$ cat config.mk
export PLATFORM = sky130hd
export DESIGN_NAME = serial_right_shifter
export DESIGN_NICKNAME = d
export VERILOG_FILES = /design/src/rtl/serial_right_shifter.sv
export SDC_FILE = /design/constraint.sdc
export NUM_CORES = 1
export LEC_CHECK = 0
export CORE_UTILIZATION = 50
export DETAILED_ROUTE_END_ITERATION = 7
export GPL_ROUTABILITY_DRIVEN = 0
export PLACE_DENSITY = 0.78
export SLEW_MARGIN = 20
export SYNTH_ARGS = -nofsm -noshare
export SYNTH_HDL_FRONTEND = slang
export SYNTH_SLANG_ARGS = --single-unit
$ cat constraint.sdc
create_clock -name clk -period 2.4 [get_ports clk]
set_input_delay 0.72 -clock clk [delete_from_list [all_inputs] [get_ports clk]]
set_output_delay 0.72 -clock clk [all_outputs]
set_load 0.03 [all_outputs]
$ cat src/rtl/serial_right_shifter.sv
// serial_right_shifter: multi-cycle SRL/SRA unit that shifts one bit per clock.
//
// Ports:
//   clk      rising-edge clock
//   reset_n  asynchronous active-low reset
//   start    launch request, honoured only in IDLE or DONE
//   arith    1 = sign-fill (SRA), 0 = zero-fill (SRL); captured with start
//   data_in  operand, captured with start
//   shamt    shift amount 0..WIDTH-1, captured with start
//   busy     high while a shift is in progress
//   done     one-cycle pulse; q is valid from this cycle on
//   q        result, held until the next done
module serial_right_shifter #(
  parameter int unsigned WIDTH   = 32,
  parameter int unsigned SHAMT_W = 5
) (
  input  logic               clk,
  input  logic               reset_n,
  input  logic               start,
  input  logic               arith,
  input  logic [WIDTH-1:0]   data_in,
  input  logic [SHAMT_W-1:0] shamt,
  output logic               busy,
  output logic               done,
  output logic [WIDTH-1:0]   q
);

  typedef enum logic [1:0] {StIdle, StShift, StDone} state_e;

  state_e             state_q, state_d;
  logic [WIDTH-1:0]   sreg_q, sreg_d;
  logic [SHAMT_W-1:0] cnt_q, cnt_d;
  logic               fill_q, fill_d;
  logic [WIDTH-1:0]   q_q, q_d;
  logic               busy_q, busy_d;
  logic               done_q, done_d;
  logic [WIDTH-1:0]   sreg_shifted;
  logic               accept;

  assign sreg_shifted = {fill_q, sreg_q[WIDTH-1:1]};
  // A start during SHIFT is dropped, not queued.
  assign accept = start && (state_q != StShift);

  always_comb begin
    state_d = state_q;
    sreg_d  = sreg_q;
    cnt_d   = cnt_q;
    fill_d  = fill_q;
    q_d     = q_q;

    unique case (state_q)
      StIdle, StDone: begin
        if (accept) begin
          sreg_d = data_in;
          cnt_d  = shamt;
          // Fill bit is frozen here so arith/data_in may change mid-operation.
          fill_d = arith & data_in[WIDTH-1];
          if (shamt == '0) begin
            state_d = StDone;
            q_d     = data_in;
          end else begin
            state_d = StShift;
          end
        end else begin
          state_d = StIdle;
        end
      end
      StShift: begin
        sreg_d = sreg_shifted;
        cnt_d  = cnt_q - SHAMT_W'(1);
        if (cnt_q == SHAMT_W'(1)) begin
          state_d = StDone;
          // q only ever sees the final value, never intermediate shifts.
          q_d     = sreg_shifted;
        end
      end
      default: state_d = StIdle;
    endcase

    // Registered decodes of the next state keep busy/done aligned with state_q.
    busy_d = (state_d == StShift);
    done_d = (state_d == StDone);
  end

  always_ff @(posedge clk or negedge reset_n) begin
    if (!reset_n) begin
      state_q <= StIdle;
      sreg_q  <= '0;
      cnt_q   <= '0;
      fill_q  <= 1'b0;
      q_q     <= '0;
      busy_q  <= 1'b0;
      done_q  <= 1'b0;
    end else begin
      state_q <= state_d;
      sreg_q  <= sreg_d;
      cnt_q   <= cnt_d;
      fill_q  <= fill_d;
      q_q     <= q_d;
      busy_q  <= busy_d;
      done_q  <= done_d;
    end
  end

  assign busy = busy_q;
  assign done = done_q;
  assign q    = q_q;

endmodule

==> results of run 1 <==
layout by cell type (no fill, tap or decap), drive strengths merged:
master / synthesis / routed
mux2: 1 / 1
nand2: 11 / 11
a221o: 1 / 1
nor2: 34 / 34
o22ai: 2 / 2
nand2b: 3 / 3
clkbuf: 6 / 9
nand3: 1 / 1
ha: 2 / 2
dfrtp: 73 / 73
o21ai: 2 / 2
o211ai: 1 / 1
nor3: 1 / 1
o221ai: 1 / 1
nor2b: 2 / 2
a21oi: 32 / 32
bufinv: 0 / 2
o311ai: 1 / 1
nor4b: 1 / 1
inv: 33 / 33
nor4: 1 / 1
or4: 1 / 1
a22oi: 1 / 1
buf: 12 / 12
or3: 1 / 1
clkinv: 0 / 4
mux2i: 62 / 62
clkdlybuf4s50: 0 / 73
a22o: 2 / 2
metal layers:
layer / GRT usage (%) / up-vias
met5: 0 / -
met1: 29.9 / 1134
li1: - / 1112
met3: 5.93 / 7
met2: 35.0 / 54
met4: 5.79 / 0
final cells by class:
| type | count | area [um^2] | area share (%) |
|---|---|---|---|
| Sequential cell | 73 | 1830 | 42.7 |
| Clock inverter | 6 | 83.8 | 1.96 |
| Inverter | 33 | 124 | 2.89 |
| Multi-Input combinational cell | 164 | 1160 | 27.0 |
| Timing Repair Buffer | 85 | 871 | 20.4 |
| Clock buffer | 9 | 124 | 2.89 |
| Tap cell | 75 | 93.8 | 2.19 |
state kept, by name (all words and copies together) (netlist names):
| signal | count |
|---|---|
| q | 32 |
| sreg_q | 31 |
| cnt_q | 5 |
| state_q | 2 |
| busy | 1 |
| done | 1 |
| fill_q | 1 |
power by group:
| part | switching [uW] | internal [uW] |
|---|---|---|
| Combinational | 1700 | 1300 |
| Sequential | 336 | 1830 |
| Clock | 446 | 576 |
worst max-delay path: stages:
cell and delay, ns:
clkdlybuf4s50_1 0.42, or4_4 0.55, nor2_4 0.12, a22o_2 0.22, buf_12 0.20, mux2i_1 0.22
synth_stat cells (all sizes together), types with 2 or more instances:
cell    number  area (um^2)
a22o         2         17.5
o21ai        2         10.0
inv         33          124
nor2        34          135
clkbuf       6         22.5
nand2       11         41.3
nor2b        2         12.5
o22ai        2         12.5
ha           2         25.0
a21oi       32          160
nand2b       3         18.8
dfrtp       73         1830
mux2i       62          621
buf         12          105
kinds of logic (layout without fill, tap and decap cells):
family | count (synthesis) | after routing | share of synthesized area [%]
fa+ha+maj | 2 | 2 | 0.775
simple gates | 56 | 56 | 7.75
mux | 63 | 63 | 19.6
flops | 73 | 73 | 56.6
compound gates | 43 | 43 | 7.52
buf+inv | 51 | 133 | 7.79
worst paths after layout:
check | to | slack, ns
hold reg to reg | fill_q | 0.48
setup reg to reg | q[1] | 0.60
min in group clk | fill_q | 0.48
max in group asynchronous | state_q[0] | 1.46
hold / removal | q[3] | 0.39
setup / recovery | q[1] | 0.19
through the flow:
step,instance area [um^2],hold slack (ns),std cells,setup TNS (ns),power [uW]
6_report,4280,0.387,445,0,6180
5_1_grt,4280,0.428,445,0,6570
4_1_cts,4280,0.406,445,0,6220
3_5_place_dp,4070,0.459,430,-3.24,5150
3_3_place_gp,4070,0.459,430,-2.18,5060
2_1_floorplan,3230,0.424,288,0,4140
==> metrics, run 1 <==
global-route wire length before repair=11,100 um; ANT nets after route=0; PostCTS Resize Cnt=0; FILL cells=465; top_reg_cell synth=dfrtp_1; total of max-cap violations=0; max-slew violation count=0; critical path type=in -> reg; # setup viols final=0; H-tree levels=3; Max VDD drop=734 uV; Clk Tree Root Cell=clkbuf_8; wire length on met3=300 um; status=complete, no violations; DR pass1 iterations=4; die height=82.4 um; post-DP HPWL=4500 um; Worst Skew=0.0115 ns; Mapped Area=3230 um^2; largest net degree at the start of global routing=48; critical path startpoint category=primary input; Sink Count=73; flops & latches, synth=73; Setup crit end kind=register; Slew @ Worst Pin=0.597 ns; deepest clock path buffer count=2; Top-Level Pins=75; CTS tree=done; Syn. warnings=0; hold_buf cts=0; DR iter-0 viols=74; Clock Latency Late Sink=0.33 ns; cells on worst reg2reg path=7; r2r startpoint=cnt_q[1]; worst path arrival time=2.45 ns; Die X=82.4 um; Cell Rows=28; Critical Path Source=shamt[3]; unrepaired setup endpoints after global routing=false; nets=409; initial core utilization=53.3%; Metal-1 WL=3070 um; Syn Nets=331; synth unique cells=30; share of cells above drive strength 1=8.65%; Area Overhead vs Synth=32.6%; initial antenna violation count=0; setup ws final=0.186 ns; final core utilization=70.6%; GRT overflow=0; Final min period=2.21 ns; CP required=2.64 ns; DR top layer=met4; Fin. Hold Viols=0; Slew HR=60.2%; DRC Markers=0; Highest Clock Rate=452 MHz; Post-synth ARST share=100%; Max Fanout on Critical Path=18; HP Class=in -> async; Leak=0.00192 uW; setup repair bufs after CTS=0; post-synthesis cell count=288; Final period util=92.3%; routed vias/inst=5.18; ant diodes=0; met2 WL post-DR=3330 um; sequential-to-total area share from yosys stat=56.6%; Setup WS pre-CTS=-0.135 ns; Post-synth EDFFs=0; pwr/cell area=1440 nW/um^2; GRT Overall Usage=22.0%; drt total wl=6760 um; Port Buffers=74; average cell area after synthesis=11.2 um^2; total CTS buffers=9; core footprint=6060 um^2; DR WL/cell=15.2 um; routed via count=2,307; vias in the first global route=2,333; Worst-path clk slew=0.08 ns; die area=6780 um^2
Note: power is estimated with default switching activity, not from simulation.
==> inputs of run 2 (changes only) <==
- clock period: 2.4 -> 2.72 ns (I/O delays scaled with it)
==> run 2 against run 1 <==
Effect of this change: sequential power is 13% lower; clock power shrank 30%; sequential share of layout area is 0.67 points higher; global-route usage down 1.7 points; die area stayed put; hold slack improved by 0.078 ns; first-iteration DRC count decreased by 9.5%; register-to-register slack hardly changed; non-clock buffer count shrank 1; worst setup slack gained 0.21 ns; critical endpoint is now q[24]; largest power group unchanged.
==> metrics, run 2 (synthesis results as in run 1) <==
setup ws final=0.393 ns (was 0.186 ns); Sum Neg Setup Slack=0 ns (unchanged); drt total wl=6230 um (was 6760 um); Die X=82.4 um (unchanged); Clock Latency Late Sink=0.33 ns (about the same); ant diodes=0 (unchanged); largest net degree at the start of global routing=47 (was 48); met2 GRT Util=33.1% (was 35.0%); core footprint=6060 um^2 (unchanged); vias in the first global route=2,185 (was 2,333); H-tree levels=3 (unchanged); met1 usage=26.5% (was 29.9%); deepest clock path buffer count=2 (unchanged); Worst Skew=0.0108 ns (was 0.0115 ns); Leak=0.00189 uW (was 0.00192 uW); DRC Markers=0 (unchanged); ANT nets after route=0 (unchanged); routed via count=2,246 (was 2,307); total power=5200 uW (was 6180 uW); critical path type=in -> reg (unchanged); unrepaired setup endpoints after global routing=false (unchanged); CTS tree=done (unchanged); DR iter-0 viols=67 (was 74); Highest Clock Rate=430 MHz; Max VDD drop=705 uV (was 734 uV); worst path arrival time=2.57 ns (was 2.45 ns); Area Overhead vs Synth=30.5% (was 32.6%); pwr/cell area=1230 nW/um^2 (was 1440 nW/um^2); global-route wire length before repair=10,100 um (was 11,100 um); R2R setup slack=0.60 ns (about the same); post-DP HPWL=4410 um (was 4500 um); Max Fanout on Critical Path=12 (was 18); worst hold slack=0.465 ns (was 0.387 ns); total of max-cap violations=0 (unchanged); Fin. Hold Viols=0 (unchanged); nets=408 (was 409); GRT overflow=0 (unchanged); Slew HR=46.9% (was 60.2%); share of cells above drive strength 1=8.13% (was 8.65%); setup repair bufs after CTS=0 (unchanged); die height=82.4 um (unchanged); Worst-path clk slew=0.08 ns (about the same); HP Class=in -> async (unchanged); status=complete, no violations (unchanged); Final min period=2.33 ns; initial antenna violation count=0 (unchanged); max-slew violation count=0 (unchanged); final core utilization=69.5% (was 70.6%); Clk Tree Root Cell=clkbuf_8 (unchanged); met3 Use GR=5.27% (was 5.93%); CP required=2.96 ns (was 2.64 ns); PostCTS Resize Cnt=0 (unchanged); Port Buffers=74 (unchanged); routed vias/inst=5.06 (was 5.18); total CTS buffers=9 (unchanged); gr busiest metal=met2 (unchanged); most frequent cells in the layout=dfrtp_1, clkdlybuf4s50_1, mux2i_1 (unchanged); # setup viols final=0 (unchanged); critical path startpoint category=primary input (unchanged); Final period util=85.6%; Top-Level Pins=75 (unchanged); hold_buf cts=0 (unchanged); Setup crit end kind=register (unchanged); Slew @ Worst Pin=0.786 ns (was 0.597 ns); DR WL/cell=14.0 um (was 15.2 um); initial core utilization=53.3% (unchanged); die area=6780 um^2 (unchanged); DR pass1 iterations=4 (unchanged); Setup WS pre-CTS=0.0359 ns (was -0.135 ns); GRT Overall Usage=20.3% (was 22.0%); number of flip-flops in the largest register=32 (unchanged); Cell Rows=28 (unchanged); Sink Count=73 (unchanged)
[run 2: cell types whose count changed in the layout (fill, tap and decap cells not counted), sizes merged]
cell / change
bufinv: -2
clkbuf: +2
buf: -1
[run 2: final timing paths]
kind,start,endpoint,cells past startpoint
max,shamt[3],q[24],6
min,reset_n,done,1
max reg2reg,cnt_q[1],q[24],6
min reg2reg,fill_q,fill_q,2
max in group asynchronous,reset_n,q[30],2
min in group clk,fill_q,fill_q,2
[run 2: stage by stage]
stage	cells	cell area [um^2]
2_1_floorplan	288	3230
4_1_cts	444	4210
3_3_place_gp	429	4050
6_report	444	4210
3_5_place_dp	429	4050
5_1_grt	444	4210
[run 2: critical path, stage by stage]
cell and delay, ns:
clkdlybuf4s50_1 0.43, or4_4 0.55, nor2_4 0.13, a22o_2 0.25, buf_12 0.18, mux2i_1 0.22
[run 2: final cells by class]
cell class	count	area, um^2
inverter	33	124
fill	481	1850
sequential	73	1830
multi-input combinational	164	1160
clock buffer	11	141
clock inverter	4	20.0
timing repair buffer	84	851
tap	75	93.8
[run 2: report_power, final]
group / switching [uW] / leakage [uW] / total (uW) / internal, uW
registers: 280 / 0.000809 / 1890 / 1610
logic: 1470 / 0.000995 / 2590 / 1120
clock network: 371 / 0.0000887 / 716 / 345
[run 2: layer usage]
metal / vias to the layer above / routed length, um
li1: 1109 / -
met1: 1076 / 2880
met2: 54 / 2990
met3: 7 / 301
met4: 0 / 58
met5: - / 0
==> inputs of run 3 (changes only) <==
- CORE_UTILIZATION: 50 -> 45
- PLACE_DENSITY: 0.78 -> 0.74
- clock period: 2.72 -> 1.9 ns (I/O delays scaled with it)
==> run 3 against run 2 <==
Effect of this change: design area rose by 3.4%; clock-buffer cell count shrank 2; non-clock buffer count rose by 5; hold slack lost 0.23 ns; combinational power grew 40%; first-iteration DRC count rose by 67%; critical path type unchanged; critical endpoint is now q[26]; core utilization shrank 6.1 points.
==> metrics, run 3 (synthesis results as in run 1) <==
status=complete, no violations (unchanged); setup repair bufs after CTS=0 (unchanged); met3 Use GR=5.52% (was 5.27%); register area=1830 um^2 (unchanged); routed via count=2,332 (was 2,246); Highest Clock Rate=543 MHz; P_sw=3160 uW (was 2120 uW); initial antenna violation count=0 (unchanged); CP required=2.16 ns (was 2.96 ns); ANT nets after route=0 (unchanged); gr busiest metal=met2 (unchanged); FILL cells=585 (was 481); worst path arrival time=2.10 ns (was 2.57 ns); critical path startpoint category=primary input (unchanged); routed vias/inst=4.95 (was 5.06); largest net degree at the start of global routing=74 (was 47); P_int=4630 uW (was 3080 uW); Worst-path clk slew=0.08 ns (about the same); most frequent cells in the layout=dfrtp_1, mux2i_1, dlygate4sd2_1 (was dfrtp_1, clkdlybuf4s50_1, mux2i_1); Cell Rows=30 (was 28); deepest clock path buffer count=2 (unchanged); Sink Count=73 (unchanged); initial core utilization=47.0% (was 53.3%); Final min period=1.84 ns; max-slew violation count=0 (unchanged); Slew HR=74.5% (was 46.9%); Clock Latency Late Sink=0.34 ns (was 0.33 ns); die area=7520 um^2 (was 6780 um^2); Area Overhead vs Synth=34.9% (was 30.5%); hold_buf cts=0 (unchanged); Max VDD drop=821 uV (was 705 uV); Gate power share=46.5% (was 49.8%); Final period util=97.0%; total of max-cap violations=0 (unchanged); Multi-input gate area=1170 um^2 (was 1160 um^2); number of flip-flops in the largest register=32 (unchanged); switch share=40.5% (was 40.7%); power share of the clock group=18.7% (was 13.8%); Port Buffers=74 (unchanged); GRT overflow=0 (unchanged); unrepaired setup endpoints after global routing=false (unchanged); met1 usage=24.9% (was 26.5%); die height=86.7 um (was 82.4 um); Leak=0.00198 uW (was 0.00189 uW); worst hold slack=0.232 ns (was 0.465 ns); DR iter-0 viols=112 (was 67); core footprint=6870 um^2 (was 6060 um^2); pwr/cell area=1790 nW/um^2 (was 1230 nW/um^2); commonest non-fill, non-tap cell in the layout=dfrtp_1; GRT Overall Usage=19.3% (was 20.3%); H-tree levels=3 (unchanged); # setup viols final=0 (unchanged); final core utilization=63.4% (was 69.5%); Worst Skew=0.00641 ns (was 0.0108 ns); DR pass1 iterations=4 (unchanged); met2 GRT Util=32.1% (was 33.1%); total CTS buffers=9 (unchanged); DRC Markers=0 (unchanged); Setup crit end kind=register (unchanged); HP Class=in -> async (unchanged); Fin. Hold Viols=0 (unchanged); total power=7790 uW (was 5200 uW); Die X=86.7 um (was 82.4 um); vias in the first global route=2,298 (was 2,185); Top-Level Pins=75 (unchanged); Max Fanout on Critical Path=10 (was 12); nets=413 (was 408); global-route wire length before repair=11,100 um (was 10,100 um); Seq pwr share=34.8% (was 36.4%); ant diodes=0 (unchanged); DR WL/cell=14.3 um (was 14.0 um); CTS tree=done (unchanged); share of cells above drive strength 1=10.4% (was 8.13%); Slew @ Worst Pin=0.382 ns (was 0.786 ns); drt total wl=6720 um (was 6230 um); critical path type=in -> reg (unchanged); Clk Tree Root Cell=clkbuf_8 (unchanged); post-DP HPWL=4350 um (was 4410 um)
-- run 3: cell types whose count changed in the layout (fill, tap and decap cells not counted), moves of 2 or more --
cell and delta:
buf_4 +3, bufinv_16 +3, clkdlybuf4s50_1 -38, clkinv_2 -3
clkinvlp_4 +2, dlygate4sd2_1 +38
-- run 3: path summary, 6_finish.rpt --
check | slack [ns] | endpoint | startpoint | depth (start not counted)
setup / recovery | 0.06 | q[26] | shamt[0] | 6
setup reg to reg | 0.21 | q[26] | cnt_q[1] | 6
hold reg to reg | 0.48 | fill_q | fill_q | 2
hold / removal | 0.23 | q[29] | reset_n | 2
min in group clk | 0.48 | fill_q | fill_q | 2
max in group asynchronous | 1.37 | q[13] | reset_n | 2
-- run 3: timing repair --
action,4_1_cts,5_1_grt
pin swaps,3,0
hold endpoints to repair,0,0
cloned,1,0
setup endpoints to repair,66,32
resized for setup,43,1
-- run 3: metal layers --
metal / wire [um] / vias to the layer above / share of wire (%)
li1: - / 1126 / -
met5: 0 / - / 0
met1: 3030 / 1141 / 45
met3: 321 / 6 / 4.8
met4: 62 / 0 / 0.92
met2: 3300 / 59 / 49
-- run 3: metrics by stage --
stage | setup TNS [ns] | instances | cell area [um^2] | setup WS (ns)
6_report | 0 | 471 | 4360 | 0.0567
5_1_grt | 0 | 471 | 4360 | 0.0130
4_1_cts | 0 | 471 | 4350 | 0.0225
3_5_place_dp | -15.28 | 454 | 4110 | -0.504
3_3_place_gp | -13.78 | 454 | 4110 | -0.429
2_1_floorplan | -0.0369 | 288 | 3230 | -0.0369
-- run 3: power groups by stage --
stage / sequential, uW / combinational, uW / clock [uW]
6_report: 2710 / 3620 / 1460
5_1_grt: 2810 / 3970 / 1560
4_1_cts: 2710 / 3650 / 1480
3_5_place_dp: 2740 / 3790 / 0
3_3_place_gp: 2730 / 3690 / 0
2_1_floorplan: 3280 / 1950 / 0
-- run 3: worst max-delay path, stage by stage --
cell and delay (ns):
dlygate4sd2_1 0.24, or4_4 0.55, nor2_4 0.14, a22o_4 0.20, buf_12 0.17, mux2i_2 0.22
-- run 3: area by class of cell --
cell class,count,area share (%)
clock buffer,9,2.84
clock inverter,7,2.73
inverter,33,2.84
multi-input combinational,164,26.9
sequential,73,41.9
tap,96,2.76
timing repair buffer,89,19.9
